[src/rtl/fetch_pkg.sv]
// ---------------------------------------------------------------------------
// | Module      : fetch_pkg                                                 |
// | Description : Shared types and constants for the instruction fetch unit: |
// |               FSM state encoding, fault codes and the sequential PC step.|
// | Ports       : none (package)                                            |
// | Revision    : 1.0 - initial release                                     |
// ---------------------------------------------------------------------------
`default_nettype none

package fetch_pkg;

  typedef enum logic [2:0] {
    ST_IDLE    = 3'd0,
    ST_FETCH   = 3'd1,
    ST_HANDOFF = 3'd2,
    ST_EXEC    = 3'd3,
    ST_FAULT   = 3'd4
  } fetch_state_t;

  typedef logic [1:0] fault_code_t;

  localparam fault_code_t FAULT_NONE     = 2'd0;
  localparam fault_code_t FAULT_BUS      = 2'd1;
  localparam fault_code_t FAULT_TIMEOUT  = 2'd2;
  localparam fault_code_t FAULT_MISALIGN = 2'd3;

  localparam int unsigned PC_STEP        = 4;
  // Wide enough for the largest supported MAX_WAIT (255).
  localparam int unsigned WAIT_CNT_WIDTH = 8;

endpackage

`default_nettype wire

[src/rtl/instruction_fetch_unit_if.sv]
// ---------------------------------------------------------------------------
// | Module      : instruction_fetch_unit_if                                 |
// | Description : Instruction memory req/ack bus.                           |
// |   req   : fetch request, held until ack (master -> slave)               |
// |   addr  : fetch address, stable while req (master -> slave)             |
// |   ack   : rdata/err valid this cycle (slave -> master)                  |
// |   rdata : fetched instruction word (slave -> master)                    |
// |   err   : bus error, qualified by ack (slave -> master)                 |
// | Revision    : 1.0 - initial release                                     |
// ---------------------------------------------------------------------------
`default_nettype none

interface instruction_fetch_unit_if #(
  parameter int unsigned ADDR_WIDTH  = 32,
  parameter int unsigned INSTR_WIDTH = 32
);

  logic                   req;
  logic [ADDR_WIDTH-1:0]  addr;
  logic                   ack;
  logic [INSTR_WIDTH-1:0] rdata;
  logic                   err;

  modport master (output req, addr, input ack, rdata, err);
  modport slave  (input req, addr, output ack, rdata, err);

endinterface

`default_nettype wire

[src/rtl/instruction_fetch_unit_watchdog.sv]
// ---------------------------------------------------------------------------
// | Module      : fetch_watchdog                                            |
// | Description : Counts consecutive unacknowledged fetch cycles.           |
// |   clk      in  : clock                                                  |
// |   reset    in  : synchronous active-low reset                           |
// |   clear    in  : forces the count to zero                               |
// |   count_en in  : one more cycle without ack                             |
// |   expired  out : the current cycle is the MAX_WAIT-th without ack       |
// | Revision    : 1.0 - initial release                                     |
// ---------------------------------------------------------------------------
`default_nettype none

module fetch_watchdog
  import fetch_pkg::*;
#(
  parameter int unsigned MAX_WAIT = 15
) (
  input  logic clk,
  input  logic reset,
  input  logic clear,
  input  logic count_en,
  output logic expired
);

  logic [WAIT_CNT_WIDTH-1:0] r_count;

  always_ff @(posedge clk) begin
    if (!reset) begin
      r_count <= '0;
    end else if (clear) begin
      r_count <= '0;
    end else if (count_en && (r_count != '1)) begin
      r_count <= r_count + 1'b1;
    end
  end

  // The count holds the number of earlier no-ack cycles, so reaching
  // MAX_WAIT-1 means this cycle is the last one allowed.
  assign expired = (r_count == WAIT_CNT_WIDTH'(MAX_WAIT - 1));

endmodule

`default_nettype wire

[src/rtl/instruction_fetch_unit.sv]
// ---------------------------------------------------------------------------
// | Module      : instruction_fetch_unit                                    |
// | Description : Front end of the 4-phase core. Fetches one instruction    |
// |               per pipeline pass, hands it to the pipeline controller    |
// |               and advances the PC on writeback (sequential or branch).  |
// |   clk            in  : clock                                            |
// |   reset          in  : synchronous active-low reset                     |
// |   enable         in  : fetch the next instruction when idle             |
// |   imem           if  : instruction memory bus (master)                  |
// |   start          out : instruction ready for the pipeline controller    |
// |   active         in  : pipeline controller busy                         |
// |   writebackState in  : pipeline in writeback phase                      |
// |   branch_taken   in  : take branch_target on writeback                  |
// |   branch_target  in  : next PC when branch_taken                        |
// |   instruction    out : current instruction                              |
// |   instr_pc       out : PC of current instruction                        |
// |   fault          out : sticky fault flag                                |
// |   fault_code     out : 0 none, 1 bus error, 2 timeout, 3 misaligned     |
// | Revision    : 1.0 - initial release                                     |
// ---------------------------------------------------------------------------
`default_nettype none

module instruction_fetch_unit
  import fetch_pkg::*;
#(
  parameter int unsigned          ADDR_WIDTH  = 32,
  parameter int unsigned          INSTR_WIDTH = 32,
  parameter logic [ADDR_WIDTH-1:0] RESET_PC   = '0,
  parameter int unsigned          MAX_WAIT    = 15
) (
  input  logic                     clk,
  input  logic                     reset,
  input  logic                     enable,
  instruction_fetch_unit_if.master imem,
  output logic                     start,
  input  logic                     active,
  input  logic                     writebackState,
  input  logic                     branch_taken,
  input  logic [ADDR_WIDTH-1:0]    branch_target,
  output logic [INSTR_WIDTH-1:0]   instruction,
  output logic [ADDR_WIDTH-1:0]    instr_pc,
  output logic                     fault,
  output logic [1:0]               fault_code
);

  fetch_state_t           r_state;
  fetch_state_t           w_stateNext;
  logic [ADDR_WIDTH-1:0]  r_pc;
  logic [INSTR_WIDTH-1:0] r_instruction;
  logic [ADDR_WIDTH-1:0]  r_instrPc;
  logic                   r_fault;
  fault_code_t            r_faultCode;

  logic                   w_latch;
  logic                   w_advance;
  logic                   w_faultSet;
  fault_code_t            w_faultCode;
  logic                   w_wdExpired;

  // Counter is held at zero outside FETCH, so every fetch starts fresh.
  fetch_watchdog #(
    .MAX_WAIT (MAX_WAIT)
  ) u_watchdog (
    .clk      (clk),
    .reset    (reset),
    .clear    (r_state != ST_FETCH),
    .count_en ((r_state == ST_FETCH) && !imem.ack),
    .expired  (w_wdExpired)
  );

  always_ff @(posedge clk) begin
    if (!reset) begin
      r_state <= ST_IDLE;
    end else begin
      r_state <= w_stateNext;
    end
  end

  always_comb begin
    w_stateNext = r_state;
    w_latch     = 1'b0;
    w_advance   = 1'b0;
    w_faultSet  = 1'b0;
    w_faultCode = FAULT_NONE;
    case (r_state)
      ST_IDLE: begin
        if (enable) begin
          w_stateNext = ST_FETCH;
        end
      end
      ST_FETCH: begin
        // An ack on the final allowed cycle wins over the timeout.
        if (imem.ack) begin
          if (imem.err) begin
            w_stateNext = ST_FAULT;
            w_faultSet  = 1'b1;
            w_faultCode = FAULT_BUS;
          end else begin
            w_stateNext = ST_HANDOFF;
            w_latch     = 1'b1;
          end
        end else if (w_wdExpired) begin
          w_stateNext = ST_FAULT;
          w_faultSet  = 1'b1;
          w_faultCode = FAULT_TIMEOUT;
        end
      end
      ST_HANDOFF: begin
        if (active) begin
          w_stateNext = ST_EXEC;
        end
      end
      ST_EXEC: begin
        if (active && writebackState) begin
          if (branch_taken && (branch_target[1:0] != 2'b00)) begin
            w_stateNext = ST_FAULT;
            w_faultSet  = 1'b1;
            w_faultCode = FAULT_MISALIGN;
          end else begin
            w_advance   = 1'b1;
            w_stateNext = enable ? ST_FETCH : ST_IDLE;
          end
        end
      end
      ST_FAULT: begin
        w_stateNext = ST_FAULT;
      end
      default: begin
        w_stateNext = ST_IDLE;
      end
    endcase
  end

  always_ff @(posedge clk) begin
    if (!reset) begin
      r_pc          <= RESET_PC;
      r_instruction <= '0;
      r_instrPc     <= RESET_PC;
      r_fault       <= 1'b0;
      r_faultCode   <= FAULT_NONE;
    end else begin
      if (w_latch) begin
        r_instruction <= imem.rdata;
        r_instrPc     <= r_pc;
      end
      // Sequential step wraps silently at the top of the address space.
      if (w_advance) begin
        r_pc <= branch_taken ? branch_target : (r_pc + ADDR_WIDTH'(PC_STEP));
      end
      if (w_faultSet) begin
        r_fault     <= 1'b1;
        r_faultCode <= w_faultCode;
      end
    end
  end

  assign imem.req    = (r_state == ST_FETCH);
  assign imem.addr   = r_pc;
  assign start       = (r_state == ST_HANDOFF);
  assign instruction = r_instruction;
  assign instr_pc    = r_instrPc;
  assign fault       = r_fault;
  assign fault_code  = r_faultCode;

endmodule

`default_nettype wire

[src/flat_wrapper.sv]
// flat-port wrapper written by rule: the top's interface ports become plain ports
module instruction_fetch_unit_flat import fetch_pkg::*;
#(
  parameter int unsigned          ADDR_WIDTH  = 32,
  parameter int unsigned          INSTR_WIDTH = 32,
  parameter logic [ADDR_WIDTH-1:0] RESET_PC   = '0,
  parameter int unsigned          MAX_WAIT    = 15
)
  (clk, reset, enable, start, active, writebackState, branch_taken, branch_target, instruction, instr_pc, fault, fault_code, imem_req, imem_addr, imem_ack, imem_rdata, imem_err);
  instruction_fetch_unit_if #(.ADDR_WIDTH(ADDR_WIDTH), .INSTR_WIDTH(INSTR_WIDTH)) imem_i ();
  input  logic clk;
  input  logic reset;
  input  logic enable;
  output logic start;
  input  logic active;
  input  logic writebackState;
  input  logic branch_taken;
  input  logic [ADDR_WIDTH-1:0] branch_target;
  output logic [INSTR_WIDTH-1:0] instruction;
  output logic [ADDR_WIDTH-1:0] instr_pc;
  output logic fault;
  output logic [1:0] fault_code;
  output wire logic [$bits(imem_i.req)-1:0] imem_req;
  output wire logic [$bits(imem_i.addr)-1:0] imem_addr;
  input wire logic [$bits(imem_i.ack)-1:0] imem_ack;
  input wire logic [$bits(imem_i.rdata)-1:0] imem_rdata;
  input wire logic [$bits(imem_i.err)-1:0] imem_err;
  assign imem_req = imem_i.req;
  assign imem_addr = imem_i.addr;
  assign imem_i.ack = imem_ack;
  assign imem_i.rdata = imem_rdata;
  assign imem_i.err = imem_err;
  instruction_fetch_unit #(.ADDR_WIDTH(ADDR_WIDTH), .INSTR_WIDTH(INSTR_WIDTH), .RESET_PC(RESET_PC), .MAX_WAIT(MAX_WAIT)) u_core (.clk(clk), .reset(reset), .enable(enable), .imem(imem_i), .start(start), .active(active), .writebackState(writebackState), .branch_taken(branch_taken), .branch_target(branch_target), .instruction(instruction), .instr_pc(instr_pc), .fault(fault), .fault_code(fault_code));
endmodule
[config.mk]
export PLATFORM = sky130hd
export DESIGN_NAME = instruction_fetch_unit_flat
export DESIGN_NICKNAME = d
export VERILOG_FILES = /design/src/rtl/fetch_pkg.sv /design/src/rtl/instruction_fetch_unit_if.sv /design/src/rtl/instruction_fetch_unit_watchdog.sv /design/src/rtl/instruction_fetch_unit.sv /design/src/flat_wrapper.sv
export SDC_FILE = /design/constraint.sdc
export NUM_CORES = 1
export LEC_CHECK = 0
export ABC_AREA = 1
export CORE_MARGIN = 10
export CORE_UTILIZATION = 46
export DETAILED_ROUTE_END_ITERATION = 12
export PLACE_DENSITY = 0.77
export SLEW_MARGIN = 0
export SYNTH_ARGS = -nofsm -noshare
export SYNTH_HDL_FRONTEND = slang
export SYNTH_HIERARCHICAL = 1
export SYNTH_SLANG_ARGS = --single-unit
[constraint.sdc]
create_clock -name clk -period 1.8 [get_ports clk]
set_input_delay 0.18 -clock clk [delete_from_list [all_inputs] [get_ports clk]]
set_output_delay 0.18 -clock clk [all_outputs]
set_load 0.03 [all_outputs]
; Word-level counts from Yosys, hierarchy flattened
; Index checks and enable logic that the tools add are counted.
[totals]
regBits = 110
latchBits = 0
mem_bits_rw = 0
rom_bits = 0
in_bits = 72
out_inout_bits = 101
n_memories = 0
[classes]
addsub = 2
multipliers = 0
div = 0
order_cmp = 0
n_eq_ne = 11
shift = 0
muxes = 28
n_bitwise = 1
n_reduce_logical = 9
[op_table]
columns = cell, count
row1 = $add A32 B3 Y32 const B, 1
row2 = $mux W32, 1
row3 = $mux W3, 7
row4 = $pmux W3 S5, 1
row5 = $mux W1, 13
row6 = $add A8 B1 Y8 const B, 1
row7 = $eq A8 B4 Y1 const B, 1
row8 = $mux W2, 4
row9 = $ne A8 B8 Y1 const B, 1
row10 = $eq A3 B2 Y1 const B, 2
row11 = $ne A3 B1 Y1 const B, 2
row12 = $logic_and A1 B1 Y1, 4
row13 = $ne A2 B1 Y1 const B, 2
row14 = $pmux W2 S2, 1
row15 = $reduce_and A4 Y1, 1
row16 = $eq A3 B1 Y1 const B, 1
row17 = $eq A3 B3 Y1 const B, 1
row18 = $logic_not A3 Y1, 1
row19 = $ne A2 B2 Y1 const B, 1
row20 = $pmux W1 S2, 1
row21 = $reduce_bool A2 Y1, 1
row22 = $reduce_or A2 Y1, 1
row23 = $logic_not A1 Y1, 1
row24 = $not A1 Y1, 1

; Depth between registers and ports, before layout
[logic_depth]
depth_word = 5
depth_mapped = 11
ltp_nobuf = 11

; Hierarchy
; The synthesis kept the hierarchy.
[by_module_without_submodules]
columns = module, instances, cells_each, area_each_um2, seq_area_each_um2
row1 = instruction_fetch_unit, 1, 717, 4730.8, 2042.0
row2 = fetch_watchdog, 1, 74, 484.2, 160.2

; Worst setup path before layout
; No wires, ideal clock.
[synth_timing]
path_type = register to register
start = register u_core.r_state[2]
end = register u_core.u_watchdog.r_count[7]
arrival_ps = 1746
required_ps = 1687
setup_slack_ps = -59
stages_incl_launch_ff = 9
period_less_slack_ps = 1859
path_cell_list = dfxtp_1 > nor3_2 > nand2_1 > inv_1 > nand2_1 > nor2_1 > nand3b_1 > nor2_1 > nor2_1
[synth_between]
elab_chain_cells = 3
elab_cells_between_ends = 5
[synth_rtl]
columns = item, line_no
row1 = from (decl), instruction_fetch_unit.sv:46  ; fetch_state_t r_state;
row2 = from (signal assigned), instruction_fetch_unit.sv:75  ; r_state <= w_stateNext;
row3 = $eq A3 B1 Y1, -
row4 = via imem_req, flat_wrapper.sv:23  ; output wire logic [$bits(imem_i.req)-1:0] imem_req;
row5 = $logic_and A1 B1 Y1, instruction_fetch_unit.sv:67  ; .count_en ((r_state == ST_FETCH) && !imem.ack),
row6 = $logic_and A1 B1 Y1, instruction_fetch_unit_watchdog.sv:32  ; end else if (count_en && (r_count != '1)) begin
row7 = to (signal assigned), instruction_fetch_unit_watchdog.sv:33  ; r_count <= r_count + 1'b1;
row8 = to (decl), instruction_fetch_unit_watchdog.sv:25  ; logic [WAIT_CNT_WIDTH-1:0] r_count;
; The timed path passes the listed nets, and every way through them passes these cells.
; A chain may end at the register's enable or synchronous reset.

; Final worst setup path
[layout_timing]
start = register u_core.r_pc[12], in the netlist u_core/imem.addr[12]
end = output port imem_addr[12]
[layout_rtl]
columns = item, line_no
row1 = from (decl), instruction_fetch_unit.sv:48  ; logic [ADDR_WIDTH-1:0] r_pc;
row2 = from (signal assigned), instruction_fetch_unit.sv:148  ; r_pc <= branch_taken ? branch_target : (r_pc + ADDR_WIDTH'(PC_STEP));
row3 = to (decl), flat_wrapper.sv:24  ; output wire logic [$bits(imem_i.addr)-1:0] imem_addr;
; No word-level cell between the ends.

==> results.sh <==
export IMPL_fin_ws_ns=0.0468
export IMPL_setup_viol=0
export IMPL_drc_errors=0
export IMPL_ys_ff_latch=110
export IMPL_die_w_um=126
export IMPL_grt_pass1_wl_um=27400
export IMPL_syn_to_final_growth_pct=45.2
export IMPL_end_kind="primary output"
export IMPL_cp_num_cells=2
export IMPL_cts_tree="built"
export IMPL_wl_per_cell_um=15.1
export IMPL_cts_max_level=3
export IMPL_drive_above_1_share=0.0828
export IMPL_status="finished clean"
export IMPL_worstPathRequired_ns=1.62
export IMPL_first_pass_iters=5
export IMPL_cap_viol_max_count=0
export IMPL_hold_class="in -> reg"
export IMPL_dp_hpwl_um=12900
export IMPL_p_leak_nw=2.83
export IMPL_seq_area_frac_synth=0.422
export IMPL_ir_worst_vdd_uv=572
export IMPL_syn_inst=791
export IMPL_fmax_mhz=570
export IMPL_fin_crit_ns=1.75
export IMPL_grt_max_degree=49
export IMPL_fin_nets=1048
export IMPL_drt_initial_drc_count=436
export IMPL_cpLargestDelayFamily="buffers and inverters"
export IMPL_die_height_um=126
export IMPL_nFillCells=977
export IMPL_die_area_sq_mm=0.0160
export IMPL_clockBufferDepth=2
export IMPL_power_density_mw_per_mm2=874
export IMPL_core_sq_mm=0.0110
export IMPL_final_util=0.690
export IMPL_insertion_delay_ns=0.34
export IMPL_clock_skew_ns=0.0110
export IMPL_synth_fp_nets=866
export IMPL_gr_usage_all_layers=0.204
export IMPL_maxSlewHeadroom=0.720
export IMPL_io_pins=173
export IMPL_grt_pass1_vias=5419
export IMPL_worst_path_largest_cell_delay_ns=0.71
export IMPL_finalMaxSlewViolations=0
export IMPL_wl_um=16900
export IMPL_clock_root_buffer="clkbuf_16"
export IMPL_ys_warn_count=6
export IMPL_final_common_cell="nor2_1"
export IMPL_fp_row_count=38
export IMPL_via_per_inst=5.11
export IMPL_critPathBufInv=2
export IMPL_met2_length_um=7630
export IMPL_finalHoldViolCount=0
export IMPL_drt_met1_wl_um=7490
export IMPL_worstPathArrival_ns=1.57
export IMPL_vias=5716
export IMPL_synth_area_sq_mm=0.00522
export IMPL_whs_path_depth=3
export IMPL_insertedDiodeCount=0
export IMPL_holdWs_ns=0.192
export IMPL_synth_async_reset_ratio=0
export IMPL_finalNonFillerCells=1118
export IMPL_timing_final_crit_share=0.974
export IMPL_cts_buffers=9
export IMPL_synthFlopType="dfxtp_1"
export IMPL_layout_common_cells="nor2_1, clkdlybuf4s50_1, nand2_1, dfxtp_1, o21ai_0"
export IMPL_ant_nets=0
export IMPL_wl_met3_um=1620
export IMPL_post_place_cells=1101
export IMPL_cp_start_kind="register"
export IMPL_avgSynthCellArea_sq_um=6.59
export IMPL_start_util=0.475
export IMPL_tightest_slew_ns=0.418
export IMPL_dp_slack_ns=-0.0579
export IMPL_r2r_setup_slack_ns=0.13
export IMPL_reg2reg_depth=8
export IMPL_port_buffers=172
export IMPL_gp_congestion=0.968
export IMPL_grt_overflow=0
export IMPL_critPathKind="reg -> out"
export IMPL_crit_slowest_cell="clkdlybuf4s50_1"
export IMPL_clkSinkCount=110
export IMPL_synth_edff_count=0
export IMPL_hold_buffers=0
export IMPL_critical_path_cell_chain="buf_4 > clkdlybuf4s50_1"
export IMPL_path_clk_slew_ns=0.07
export IMPL_antenna_found_initial=0
export IMPL_cp_max_fo=4
export IMPL_highest_layer="met4"
export IMPL_synth_distinct_cells=35
-- kinds of logic (layout without fill, tap and decap cells) --
| kind of cell | after synthesis | in the layout | synth area share |
|---|---|---|---|
| flops | 110 | 110 | 0.422 |
| xor+xnor | 3 | 3 | 0.00504 |
| compound gates | 137 | 137 | 0.134 |
| fa+ha+maj | 3 | 3 | 0.00720 |
| buf+inv | 94 | 281 | 0.0794 |
| simple gates | 444 | 444 | 0.352 |
-- worst paths after layout --
check | start | end
setup / recovery | u_core/imem.addr[12] | imem_addr[12]
hold / removal | reset | u_core/fault
setup reg to reg | u_core/r_state[1] | u_core/imem.addr[14]
hold reg to reg | u_core/imem.addr[1] | u_core/imem.addr[1]
-- timing repair --
item | CTS | global route
resized for setup | 2 | 17
pin swaps | 0 | 1
setup buffers | 0 | 1
gates cloned | 0 | 0
setup endpoints to repair | 2 | 46
-- worst reg2reg max path, cell delays in order (launching register included) --
cell	delay, ns
dfxtp_1	0.42
inv_2	0.10
nor3_4	0.17
nand3_2	0.15
buf_4	0.27
nor3_1	0.18
nor2_1	0.08
nor2_1	0.12
nor2_1	0.05
-- final cells by class --
cell class	instances	area, sq um	share of cell area
multi-input cells	587	2640	0.348
flip-flops and latches	110	2210	0.291
repair buffers	206	2030	0.268
clock buffers	12	246	0.0325
inverters	59	224	0.0296
well taps	140	175	0.0231
clock inverters	4	53.8	0.00710
-- report_power, final --
group	internal, mW	switching, mW	leakage [nW]
clock network	1.12	0.883	0.139
registers	2.66	0.136	0.892
logic	0.764	1.06	1.80
-- per-stage QoR --
stage	TNS (ns)	power [mW]	cell area (sq um)
after floorplan	0	3.88	5220
after global placement	0	4.64	7230
after detailed placement	-0.292	4.67	7230
after CTS	0	6.66	7530
after global routing	-0.00511	6.94	7570
final	0	6.62	7570
-- flip-flops by register name, indices dropped and copies added (netlist names) --
name	cells
u_core/fault	1
u_core/instr_pc	32
u_core/imem.addr	32
u_core/r_state	3
u_core/u_watchdog/r_count	8
u_core/fault_code	2
u_core/instruction	32
-- synth_stat cells, types with 8 or more instances --
master    number  area [sq um]
a21oi_1       50           250
inv_1         52           195
o21ai_0       76           380
clkbuf_1      19          71.3
a31oi_1        8          50.1
nand2_1      167           627
nor3_1         9          45.0
dfxtp_1      110          2200
nand3_1       46           230
nor2_1       199           747
-- metal layers --
metal,vias to the layer above,track usage
met5,-,0
met4,0,0.0583
met3,14,0.0583
met2,220,0.328
met1,2591,0.260
li1,2891,-
No activity file was read; power rests on OpenSTA's default activity.
